==> src/rtl/seg_scan_ctrl.sv <==
// Four-digit multiplexed 7-segment scanner with double-buffered BCD display word.
// Optional leading-zero blanking is enabled by defining LZB_EN.
module seg_scan_ctrl #(
  parameter int SLOT_CYCLES  = 100000,
  parameter int BLANK_CYCLES = 1000
) (
  input  logic        clk,
  input  logic        rst,
  input  logic        en,
  input  logic [15:0] digits_in,
  input  logic        load,
  output logic [6:0]  seg,
  output logic [3:0]  an,
  output logic        frame_done
);

  localparam int CNT_W = $clog2(SLOT_CYCLES);
  localparam logic [CNT_W-1:0] BLANK_LAST = CNT_W'(BLANK_CYCLES - 1);
  localparam logic [CNT_W-1:0] SLOT_LAST  = CNT_W'(SLOT_CYCLES - 1);
  localparam logic [CNT_W-1:0] CNT_ZERO   = CNT_W'(0);
  localparam logic [CNT_W-1:0] CNT_ONE    = CNT_W'(1);
  localparam logic [6:0]       SEG_OFF    = 7'b1111111;

  typedef enum logic [0:0] {
    ST_BLANK = 1'b0,
    ST_DRIVE = 1'b1
  } state_t;

  state_t           r_state;
  state_t           w_state_next;
  logic [CNT_W-1:0] r_cnt;
  logic [CNT_W-1:0] w_cnt_next;
  logic [1:0]       r_idx;
  logic [1:0]       w_idx_next;
  logic             w_wrap;
  logic [15:0]      r_shadow;
  logic [15:0]      r_display;
  logic [3:0]       w_nibble;
  logic             w_lzb;
  logic [3:0]       w_an_next;
  logic [6:0]       w_seg_next;

  function automatic logic [6:0] glyph(input logic [3:0] nib);
    logic [6:0] g;
    case (nib)
      4'd0:    g = 7'b1000000;
      4'd1:    g = 7'b1111001;
      4'd2:    g = 7'b0100100;
      4'd3:    g = 7'b0110000;
      4'd4:    g = 7'b0011001;
      4'd5:    g = 7'b0010010;
      4'd6:    g = 7'b0000010;
      4'd7:    g = 7'b1111000;
      4'd8:    g = 7'b0000000;
      4'd9:    g = 7'b0010000;
      default: g = 7'b1111111;
    endcase
    return g;
  endfunction

`ifdef LZB_EN
  // A digit is a leading zero when it and every higher-index digit are zero.
  function automatic logic leading_zero(input logic [15:0] word, input logic [1:0] idx);
    logic z;
    case (idx)
      2'd3:    z = (word[15:12] == 4'd0);
      2'd2:    z = (word[15:8]  == 8'd0);
      2'd1:    z = (word[15:4]  == 12'd0);
      default: z = 1'b0;
    endcase
    return z;
  endfunction
`endif

  // Next-state logic for the slot scanner and the registered output values.
  always_comb begin
    w_state_next = r_state;
    w_cnt_next   = r_cnt;
    w_idx_next   = r_idx;
    w_wrap       = 1'b0;
    w_nibble     = 4'd0;
    w_lzb        = 1'b0;
    w_an_next    = 4'b0000;
    w_seg_next   = SEG_OFF;

    if (!en) begin
      w_state_next = ST_BLANK;
      w_cnt_next   = CNT_ZERO;
      w_idx_next   = 2'd0;
    end else begin
      case (r_state)
        ST_BLANK: begin
          w_cnt_next = r_cnt + CNT_ONE;
          if (r_cnt == BLANK_LAST) begin
            w_state_next = ST_DRIVE;
          end else begin
            w_state_next = ST_BLANK;
          end
        end
        ST_DRIVE: begin
          if (r_cnt == SLOT_LAST) begin
            w_cnt_next   = CNT_ZERO;
            w_idx_next   = r_idx + 2'd1;
            w_state_next = ST_BLANK;
            w_wrap       = (r_idx == 2'd3);
          end else begin
            w_cnt_next   = r_cnt + CNT_ONE;
            w_state_next = ST_DRIVE;
          end
        end
        default: begin
          w_state_next = ST_BLANK;
          w_cnt_next   = CNT_ZERO;
          w_idx_next   = 2'd0;
        end
      endcase
    end

    case (w_idx_next)
      2'd0:    w_nibble = r_display[3:0];
      2'd1:    w_nibble = r_display[7:4];
      2'd2:    w_nibble = r_display[11:8];
      default: w_nibble = r_display[15:12];
    endcase

`ifdef LZB_EN
    w_lzb = leading_zero(r_display, w_idx_next);
`else
    w_lzb = 1'b0;
`endif

    // Display word only changes on a wrap, which always lands in BLANK.
    if (w_state_next == ST_DRIVE) begin
      w_an_next  = 4'b0001 << w_idx_next;
      w_seg_next = w_lzb ? SEG_OFF : glyph(w_nibble);
    end else begin
      w_an_next  = 4'b0000;
      w_seg_next = SEG_OFF;
    end
  end

  // Scanner state register.
  always_ff @(posedge clk or posedge rst) begin
    if (rst) begin
      r_state <= ST_BLANK;
      r_cnt   <= CNT_ZERO;
      r_idx   <= 2'd0;
    end else begin
      r_state <= w_state_next;
      r_cnt   <= w_cnt_next;
      r_idx   <= w_idx_next;
    end
  end

  // Shadow/display buffers and registered pin outputs.
  always_ff @(posedge clk or posedge rst) begin
    if (rst) begin
      r_shadow   <= 16'h0000;
      r_display  <= 16'h0000;
      seg        <= SEG_OFF;
      an         <= 4'b0000;
      frame_done <= 1'b0;
    end else begin
      if (load) begin
        r_shadow <= digits_in;
      end else begin
        r_shadow <= r_shadow;
      end
      if (w_wrap) begin
        r_display <= load ? digits_in : r_shadow;
      end else begin
        r_display <= r_display;
      end
      seg        <= w_seg_next;
      an         <= w_an_next;
      frame_done <= w_wrap;
    end
  end

endmodule

==> config.mk <==
export PLATFORM = sky130hd
export DESIGN_NAME = seg_scan_ctrl
export DESIGN_NICKNAME = d
export VERILOG_FILES = /design/src/rtl/seg_scan_ctrl.sv
export SDC_FILE = /design/constraint.sdc
export NUM_CORES = 1
export LEC_CHECK = 0
export ABC_AREA = 1
export CAP_MARGIN = 15
export CORE_MARGIN = 1
export CORE_UTILIZATION = 40
export DETAILED_ROUTE_END_ITERATION = 6
export PLACE_DENSITY_LB_ADDON = 0.2
export SLEW_MARGIN = 20
export SYNTH_ARGS = -nofsm -noshare
export SYNTH_HDL_FRONTEND = slang
export SYNTH_SLANG_ARGS = --single-unit
==> constraint.sdc <==
create_clock -name clk -period 3.4 [get_ports clk]
set_input_delay 0.51 -clock clk [delete_from_list [all_inputs] [get_ports clk]]
set_output_delay 0.51 -clock clk [all_outputs]
set_load 0.03 [all_outputs]
==> impl_metrics.yaml, run 1 <==
synth:
  warnings_from_yosys: 0
  synth_largest_type_area_fraction_pct: 47.3
  sequential_cell_area_fraction_in_the_yosys_report_pct: 53.4
  post_synth_inst_count: 361
  synthTopCellsByArea: "sky130_fd_sc_hd__dfrtp_1, sky130_fd_sc_hd__nand2_1, sky130_fd_sc_hd__dfstp_2, sky130_fd_sc_hd__nand3_1, sky130_fd_sc_hd__nor2_1"
  post_synth_instance_area_mm2: 0.00301
  netlist.top_cell.by_area: "sky130_fd_sc_hd__dfrtp_1"
  synth_nets: 386
  synth.distinct_cells: 31
  avgSynthCellArea_um2: 8.35
  synth-seq-cells: 64
layout:
  final_net_count: 426
  area_growth_syn_to_layout_pct: 21.3
  fillCellCount: 714
  final_layout_size_suffix_gt1_share_pct: 11.8
  mostFrequentLayoutCell: "sky130_fd_sc_hd__nand2_1"
  antenna-diode-count: 0
  most-common-layout-cells: "sky130_fd_sc_hd__nand2_1, sky130_fd_sc_hd__dfrtp_1, sky130_fd_sc_hd__nor2_1, sky130_fd_sc_hd__nand3_1, sky130_fd_sc_hd__inv_1"
setup_path:
  critPathMaxFanout: 11
  timing.critical_path.mode_cell: "sky130_fd_sc_hd__nand3_2"
  criticalPathCategory: "reg2reg"
  cp_data_arrival_time_ns: 2.82
  reg2reg_setup_slack_ns: 0.87
  start_kind: "flop"
  worst_r2r_startpoint: "r_cnt[0]"
  crit_required_ns: 3.69
  maximum_cell_stage_delay_along_the_critical_path_ns: 0.39
  ff2ff_path_depth: 13
  crit_path_cell_trace: "ha_1 > nand3_2 > nor2_2 > nand3_2 > nand2_1 > nand3_2 > nand3_1 > nand3_1 > nor2_4 > inv_1 > ha_1 > or2_0 > nand2_1"
  worst_setup_path_endpoint: "seg[1]"
  capture_point_of_the_worst_reg_to_reg_path: "seg[1]"
  critical_path.endpoint_type: "flop"
  worst_path_max_delay_cell: "sky130_fd_sc_hd__dfrtp_1"
  startpoint: "r_cnt[0]"
clock_network:
  cts_post_setup_buffers_inserted: 0
  cts-root-to-sink-buffers: 2
  clock_latency_ns: 0.34
  cts-resized-gates: 0
  clk_transition_reported_paths_ns: 0.07
  cts_root_buf: "sky130_fd_sc_hd__clkbuf_8"
  numCtsBuffers: 9
  cts_tree: "built"
  cts-htree-levels: 3
  cts_hold_bufs: 0
  clock-sinks: 64
timing:
  hold_viol: 0
  period_minus_slack_ns: 2.53
  clock.fmax_mhz: 395
  fin_hold_ws_ns: 0.479
  rsz_0062_raised_after_global_routing: "false"
  min_period_over_period_pct: 74.5
  clock-skew-final_ns: 0.00394
  timing.slew.headroom_pct: 55.4
  worstMarginPinSlew_ns: 0.667
  drv_slew: 0
  timing.setup.tns_ns: 0
  setup-violations-final: 0
placement:
  place.port_buffers: 31
  place.gp.congestion: 0.812
  dp_hpwl_um: 4520
floorplan:
  fp.dieH_um: 88.8
  std_cell_rows: 31
  initial_core_util_pct: 41.6
  die_area_mm2: 0.00789
  floorplan.io_pins: 32
  floorplan.core_area_mm2: 0.00725
  die_width_um: 88.8
grt:
  maximum_number_of_pins_on_one_net_before_global_route_repair: 33
  leftover_overflow_at_the_end_of_global_routing: 0
  first_pass_grt_wire_length_um: 10600
  globalRouteTotalUtil_pct: 18.1
  number_of_antenna_violations_at_the_first_check_in_global_routing: 0
  vias_in_the_first_global_route: 2280
flow_run:
  drv.max_cap_violation_count: 0
routing:
  vias_per_cell: 4.67
  detail_route.drc_violations: 0
  drt_initial_violations: 78
  antenna_violating_nets_post_route: 0
  wl_um: 6280
  drt-pass1-iter-count: 4
  via_count: 2356
  detail_route.wl_per_cell_um: 12.4
pwr:
  cellLeakagePower_uw: 0.00174
  peakVddDrop_uv: 183
  power-per-cell-area_mw_per_mm2: 419
worst_hold_path:
  timing.hold.worst.class: "reg2reg"
status:
  run_status: "completed"
[power by group]
group	total (µW)	internal [µW]	switching (µW)
Sequential	789	781	7.41
Clock	664	375	288
Combinational	79.4	32.5	46.9
Total	1530	1190	342
[metrics by stage]
step,util (%),worst slack [ns],total power [µW],instance area (µm²),std cells
4_1_cts,50.4,0.824,1550,3650,505
2_1_floorplan,-,1.20,843,3010,361
5_1_grt,50.4,0.634,1590,3650,505
3_3_place_gp,47.5,0.786,880,3450,489
3_5_place_dp,47.5,0.606,883,3450,489
6_report,50.4,0.866,1530,3650,505
[sequential cells by signal (all words and copies together), names as in the netlist]
signal,count
r_idx,2
r_display,16
r_state,1
frame_done,1
r_shadow,16
r_cnt,17
seg,7
an,4
[metal layers]
| metal | wire length [µm] | track usage, % | part of all wire [%] | vias to the layer above |
|---|---|---|---|---|
| met4 | 116 | 10.3 | 1.8 | 0 |
| met3 | 186 | 4.01 | 3.0 | 8 |
| met5 | 0 | 0 | 0 | - |
| met1 | 3150 | 24.5 | 50 | 1083 |
| met2 | 2830 | 26.8 | 45 | 39 |
| li1 | - | - | - | 1226 |
[cell type report]
class | count | area [µm²] | area share, %
Timing Repair Buffer | 35 | 340 | 9.31
Clock buffer | 11 | 151 | 4.14
Sequential cell | 64 | 1610 | 44.1
Tap cell | 99 | 124 | 3.39
Multi-Input combinational cell | 255 | 1240 | 33.9
Inverter | 36 | 135 | 3.70
Clock inverter | 5 | 55.1 | 1.51
[synthesized netlist by cell type]
cell                       instances
sky130_fd_sc_hd__nand2_1         124
sky130_fd_sc_hd__dfrtp_1          57
sky130_fd_sc_hd__nor2_1           36
sky130_fd_sc_hd__nand3_1          34
sky130_fd_sc_hd__inv_1            33
sky130_fd_sc_hd__nor3_1           10
sky130_fd_sc_hd__a21oi_1           7
sky130_fd_sc_hd__dfstp_2           7
sky130_fd_sc_hd__clkbuf_1          5
sky130_fd_sc_hd__ha_1              5
sky130_fd_sc_hd__nand3_2           5
sky130_fd_sc_hd__o21ai_0           5
sky130_fd_sc_hd__nor2_2            4
sky130_fd_sc_hd__nand2_4           3
sky130_fd_sc_hd__nand4_1           3
sky130_fd_sc_hd__a211oi_1          2
sky130_fd_sc_hd__clkinv_1          2
sky130_fd_sc_hd__nand2_2           2
sky130_fd_sc_hd__nor2_4            2
sky130_fd_sc_hd__nor3b_1           2
sky130_fd_sc_hd__nor4_1            2
sky130_fd_sc_hd__xor2_1            2
sky130_fd_sc_hd__a21oi_4           1
sky130_fd_sc_hd__a31oi_1           1
sky130_fd_sc_hd__buf_6             1
sky130_fd_sc_hd__inv_2             1
sky130_fd_sc_hd__nand3b_1          1
sky130_fd_sc_hd__nor2_8            1
sky130_fd_sc_hd__o21a_1            1
sky130_fd_sc_hd__or2_0             1
sky130_fd_sc_hd__or2_4             1
[worst min-delay path by stage]
stage	depth (start not counted)	slack, ns	to	startpoint
4_1_cts	2	0.48	r_shadow[6]	r_shadow[6]
2_1_floorplan	1	0.43	r_cnt[0]	r_cnt[0]
3_5_place_dp	2	0.46	r_shadow[14]	r_shadow[14]
6_report	2	0.48	r_shadow[11]	r_shadow[11]
3_3_place_gp	1	0.45	r_cnt[0]	r_cnt[0]
5_1_grt	2	0.49	r_shadow[5]	r_shadow[5]
[cells by family (layout without fill, tap and decap cells)]
logic type | count (synthesis) | in the layout | synth area share, %
simple gates | 231 | 231 | 35.0
compound gates | 17 | 17 | 3.49
flops | 64 | 64 | 53.4
buf+inv | 42 | 87 | 5.48
xor+xnor | 2 | 2 | 0.581
fa+ha+maj | 5 | 5 | 2.08
[worst max-delay path, delay by kind of cell (launching register included)]
| kind | cells | cell delay (ns) |
|---|---|---|
| adders and majority gates | 2 | 0.52 |
| buffers and inverters | 1 | 0.10 |
| DFF | 1 | 0.39 |
| and+or+nand+nor | 10 | 1.47 |
Note: power is estimated with default switching activity, not from simulation.
==> run 2, diff against run 1 <==
- clock period: 3.4 -> 2.37 ns (I/O delays scaled with it)
==> run 2 against run 1 <==
  * Core utilization is 3.8 points higher
  * Clock power rose by 55%
  * Combinational power up 55%
  * Die area unchanged
  * Sequential share of layout area is 3.1 points lower
  * Maximum frequency up 14%
  * Non-clock buffer count grew 14
  * First-iteration DRC count shrank 5.1%
  * Critical path depth stayed put
  * Power rose by 49%
  * Clock-buffer cell count decreased by 2
  * Critical path type unchanged
  * Cell count is 3.0% higher
==> impl_metrics.yaml, run 2 (synthesis results as in run 1) <==
timing:
  clock-skew-final_ns: 0.00614
  worstMarginPinSlew_ns: 0.506
  postLayoutSetupSlackWorst_ns: 0.148
  setup-violations-final: 0
  hold_viol: 0
  min_period_over_period_pct: 93.8
  timing.slew.headroom_pct: 66.0
  timing.setup.tns_ns: 0
  clock.fmax_mhz: 450
  fin_hold_ws_ns: 0.382
  drv_slew: 0
  period_minus_slack_ns: 2.22
floorplan:
  fp.dieH_um: 88.8
  std_cell_rows: 31
  initial_core_util_pct: 41.6
  floorplan.core_area_mm2: 0.00725
  floorplan.io_pins: 32
  die_width_um: 88.8
  die_area_mm2: 0.00789
clock_network:
  cts_root_buf: "sky130_fd_sc_hd__clkbuf_8"
  cts-htree-levels: 3
  cts_hold_bufs: 0
  numCtsBuffers: 9
  clk_transition_reported_paths_ns: 0.07
  clock-sinks: 64
  cts_tree: "built"
  cts-root-to-sink-buffers: 2
  clock_latency_ns: 0.34
layout:
  largest-register: "r_cnt"
  final_layout_size_suffix_gt1_share_pct: 17.8
  area_growth_syn_to_layout_pct: 30.4
  largest_register_ffs: 17
  final_net_count: 441
  antenna-diode-count: 0
  final_area_mm2: 0.00393
  most-common-layout-cells: "sky130_fd_sc_hd__nand2_1, sky130_fd_sc_hd__dfrtp_1, sky130_fd_sc_hd__inv_1, sky130_fd_sc_hd__nand3_1, sky130_fd_sc_hd__clkdlybuf4s50_1"
  mostFrequentLayoutCell: "sky130_fd_sc_hd__nand2_1"
  layoutNonFillerInstCount: 520
  reg.largest.list: "r_cnt (17), r_display (16), r_shadow (16)"
pwr:
  power-per-cell-area_mw_per_mm2: 581
  peakVddDrop_uv: 331
  cellLeakagePower_uw: 0.00182
routing:
  antenna_violating_nets_post_route: 0
  detail_route.drc_violations: 0
  via_count: 2466
  drt-pass1-iter-count: 4
  detail_route.wl_per_cell_um: 12.2
  wl_um: 6350
  drt_initial_violations: 74
  vias_per_cell: 4.74
setup_path:
  startpoint: "r_cnt[13]"
  critPathMaxFanout: 7
  start_kind: "flop"
  worst_setup_path_endpoint: "seg[1]"
  crit_required_ns: 2.66
  criticalPathCategory: "reg2reg"
  ff2ff_path_depth: 13
  reg2reg_setup_slack_ns: 0.15
  cp_data_arrival_time_ns: 2.51
  worst_r2r_startpoint: "r_cnt[13]"
  capture_point_of_the_worst_reg_to_reg_path: "seg[1]"
  critical_path.endpoint_type: "flop"
status:
  run_status: "completed"
grt:
  vias_in_the_first_global_route: 2361
  globalRouteTotalUtil_pct: 18.0
  leftover_overflow_at_the_end_of_global_routing: 0
  maximum_number_of_pins_on_one_net_before_global_route_repair: 65
  number_of_antenna_violations_at_the_first_check_in_global_routing: 0
  first_pass_grt_wire_length_um: 10600
placement:
  place.gp.congestion: 0.835
  place.port_buffers: 31
  post-place-ws_ns: 0.00420
  placed_cells_incl_taps: 496
  placement.cell_area_mm2: 0.00351
  dp_hpwl_um: 4380
worst_hold_path:
  timing.hold.worst.class: "in2async"
flow_run:
  drv.max_cap_violation_count: 0
run 2: routing by layer:
layer	track usage, %	routed length, µm	up-vias	share of wire, %
met1	23.8	3090	1150	49
li1	-	-	1266	-
met3	3.08	180	10	2.8
met5	0	0	-	0
met4	8.80	126	0	2.0
met2	28.5	2960	40	47
run 2: worst max-delay path: stages, from the launching register on:
cell and delay, ns:
sky130_fd_sc_hd__dfrtp_1 0.42, sky130_fd_sc_hd__nor2_2 0.17, sky130_fd_sc_hd__nand3_1 0.18, sky130_fd_sc_hd__nor2_4 0.19, sky130_fd_sc_hd__nand3_4 0.13, sky130_fd_sc_hd__nand2_2 0.10, sky130_fd_sc_hd__nor2_4 0.07, sky130_fd_sc_hd__nand3_2 0.06
sky130_fd_sc_hd__nand3_1 0.11, sky130_fd_sc_hd__nor2_4 0.10, sky130_fd_sc_hd__inv_1 0.07, sky130_fd_sc_hd__ha_1 0.29, sky130_fd_sc_hd__or2_0 0.21, sky130_fd_sc_hd__nand2_1 0.07
run 2: through the flow:
step	utilization (%)	total power [µW]
floorplan	-	1210
global placement	48.4	1270
detailed placement	48.4	1270
CTS	51.5	2310
global route	54.2	2380
finish	54.2	2290
run 2: timing repair:
action,in CTS,in global routing
endpoints found under the hold margin,0,0
gates cloned,0,1
resized for setup,1,24
setup endpoints to repair,2,7
setup buffers,0,7
pin swaps,0,5
run 2: how the worst min path moves through the flow:
| stage | to | depth (start not counted) | slack [ns] | from |
|---|---|---|---|---|
| after floorplan | r_cnt[0] | 1 | 0.43 | r_cnt[0] |
| after global placement | r_cnt[0] | 1 | 0.44 | r_cnt[0] |
| after detailed placement | r_cnt[0] | 1 | 0.46 | r_cnt[0] |
| after CTS | r_shadow[11] | 3 | 0.40 | rst |
| after global routing | r_display[8] | 3 | 0.43 | rst |
| final | r_shadow[10] | 3 | 0.38 | rst |
run 2: final cells by class:
type                            instances  area (µm²)
Multi-Input combinational cell        256        1370
Inverter                               36         135
Fill cell                             684        3320
Clock inverter                          7        96.3
Clock buffer                            9         124
Timing Repair Buffer                   49         470
Sequential cell                        64        1610
Tap cell                               99         124
run 2: where the power goes:
| part | internal [µW] | switching, µW |
|---|---|---|
| logic | 53.1 | 69.5 |
| clock network | 591 | 441 |
| registers | 1120 | 11.3 |
==> run 3, diff against run 2 <==
- clock period: 2.37 -> 2.3 ns (I/O delays scaled with it)
==> run 3 against run 2 <==
  * Clock power decreased by 3%
  * Core utilization increased by 0.88 points
  * Critical path depth increased by 1
  * First-iteration DRC count increased by 41%
  * Maximum frequency increased by 1.2%
  * Via count increased by 1.4%
  * Combinational power increased by 3%
  * Sequential power about the same
  * Register-to-register slack got worse by 0.04 ns
  * Clock-buffer cell count increased by 2
  * Highest routed layer unchanged
==> impl_metrics.yaml, run 3 (synthesis results as in run 1) <==
status:
  run_status: "completed"
floorplan:
  floorplan.core_area_mm2: 0.00725
  die_width_um: 88.8
  floorplan.io_pins: 32
  fp.dieH_um: 88.8
  initial_core_util_pct: 41.6
  std_cell_rows: 31
  die_area_mm2: 0.00789
layout:
  final_core_util_pct: 55.1
  final_layout_size_suffix_gt1_share_pct: 22.3
  final_area_mm2: 0.00400
  fillCellCount: 686
  area_growth_syn_to_layout_pct: 32.5
  most-common-layout-cells: "sky130_fd_sc_hd__nand2_1, sky130_fd_sc_hd__dfrtp_1, sky130_fd_sc_hd__clkdlybuf4s50_1, sky130_fd_sc_hd__buf_4"
  layoutNonFillerInstCount: 534
  largest_register_ffs: 17
  largest-register: "r_cnt"
  final_net_count: 455
  antenna-diode-count: 0
  reg.largest.list: "r_cnt (17), r_display (16), r_shadow (16)"
  mostFrequentLayoutCell: "sky130_fd_sc_hd__nand2_1"
timing:
  period_minus_slack_ns: 2.20
  clock-skew-final_ns: 0.0119
  timing.slew.headroom_pct: 68.1
  clock.fmax_mhz: 455
  postLayoutSetupSlackWorst_ns: 0.104
  drv_slew: 0
  min_period_over_period_pct: 95.5
  hold_viol: 0
  rsz_0062_raised_after_global_routing: "true"
  setup-violations-final: 0
  worstMarginPinSlew_ns: 0.478
placement:
  place.gp.congestion: 0.857
  placement.cell_area_mm2: 0.00360
  place.port_buffers: 31
  post-place-ws_ns: 0.00689
  dp_hpwl_um: 4610
  placed_cells_incl_taps: 507
routing:
  detail_route.drc_violations: 0
  drt-pass1-iter-count: 4
  drt_initial_violations: 104
  detail_route.wl_per_cell_um: 12.5
  wl_um: 6680
  vias_per_cell: 4.68
  via_count: 2500
  antenna_violating_nets_post_route: 0
grt:
  leftover_overflow_at_the_end_of_global_routing: 0
  number_of_antenna_violations_at_the_first_check_in_global_routing: 0
  vias_in_the_first_global_route: 2404
  first_pass_grt_wire_length_um: 11000
  grt.busiest_layer: "met2"
  grtUsageMet3_pct: 5.41
  globalRouteTotalUtil_pct: 18.9
  global_route.usage.met1_pct: 24.5
  maximum_number_of_pins_on_one_net_before_global_route_repair: 65
  grt_use_met2_pct: 29.5
setup_path:
  ff2ff_path_depth: 14
  critPathMaxFanout: 7
  critical_path.endpoint_type: "flop"
  cp_data_arrival_time_ns: 2.49
  capture_point_of_the_worst_reg_to_reg_path: "seg[1]"
  crit_required_ns: 2.59
  criticalPathCategory: "reg2reg"
  reg2reg_setup_slack_ns: 0.10
  start_kind: "flop"
  worst_r2r_startpoint: "r_cnt[11]"
worst_hold_path:
  timing.hold.worst.class: "in2async"
clock_network:
  clock_latency_ns: 0.35
  clk_transition_reported_paths_ns: 0.08
  clock-sinks: 64
  numCtsBuffers: 9
  cts-htree-levels: 3
  cts_tree: "built"
  cts_root_buf: "sky130_fd_sc_hd__clkbuf_8"
  cts-root-to-sink-buffers: 2
  cts_hold_bufs: 0
pwr:
  peakVddDrop_uv: 323
  cellLeakagePower_uw: 0.00189
  power-per-cell-area_mw_per_mm2: 572
flow_run:
  drv.max_cap_violation_count: 0
[run 3: worst max path at each step]
stage | from | end | slack [ns] | cells after the start
CTS | r_cnt[12] | seg[2] | 0.004 | 13
floorplan | r_cnt[0] | seg[1] | 0.10 | 14
global route | r_cnt[11] | seg[1] | -0.05 | 14
detailed placement | en | seg[3] | 0.007 | 12
finish | r_cnt[11] | seg[1] | 0.10 | 14
global placement | r_cnt[12] | seg[3] | 0.06 | 13
[run 3: power by group]
part / internal, µW / leakage [µW] / total (µW) / switching [µW]
clock network: 555 / 0.000101 / 995 / 440
logic: 55.1 / 0.000959 / 127 / 71.9
registers: 1150 / 0.000829 / 1160 / 9.88
[run 3: worst max-delay path, stage by stage, from the launching register on]
cell                      delay (ns)
sky130_fd_sc_hd__dfrtp_1        0.43
sky130_fd_sc_hd__nor2_2         0.14
sky130_fd_sc_hd__nand2_2        0.08
sky130_fd_sc_hd__nor2_4         0.15
sky130_fd_sc_hd__nand3_2        0.11
sky130_fd_sc_hd__nand2_2        0.12
sky130_fd_sc_hd__nand2_2        0.09
sky130_fd_sc_hd__nor2_8         0.17
sky130_fd_sc_hd__nand2_4        0.08
sky130_fd_sc_hd__nor2_4         0.11
sky130_fd_sc_hd__nor2_4         0.05
sky130_fd_sc_hd__inv_2          0.07
sky130_fd_sc_hd__ha_1           0.24
sky130_fd_sc_hd__or2_0          0.22
sky130_fd_sc_hd__nand2_1        0.07
[run 3: per-stage QoR]
step	setup TNS [ns]	hold slack, ns	power (µW)
floorplan	0	0.433	1250
global placement	0	0.454	1310
detailed placement	0	0.459	1310
CTS	0	0.384	2310
global route	-0.194	0.442	2380
finish	0	0.379	2290
[run 3: per-layer routing]
layer | share of wire [%] | wire length (µm)
met3 | 4.0 | 265
met5 | 0 | 0
met1 | 49 | 3280
met4 | 2.4 | 158
met2 | 45 | 2980
[run 3: layout make-up]
type / instances / area (µm²) / area share [%]
inverter: 36 / 135 / 3.38
tap: 99 / 124 / 3.10
clock buffer: 11 / 151 / 3.79
timing repair buffer: 63 / 563 / 14.1
multi-input combinational: 256 / 1360 / 33.9
sequential: 64 / 1610 / 40.3
clock inverter: 5 / 55.1 / 1.38
[run 3: repair_timing]
action / CTS / global route
endpoints found under the setup margin: 0 / 8
resized for setup: 0 / 27
setup buffers: 0 / 10
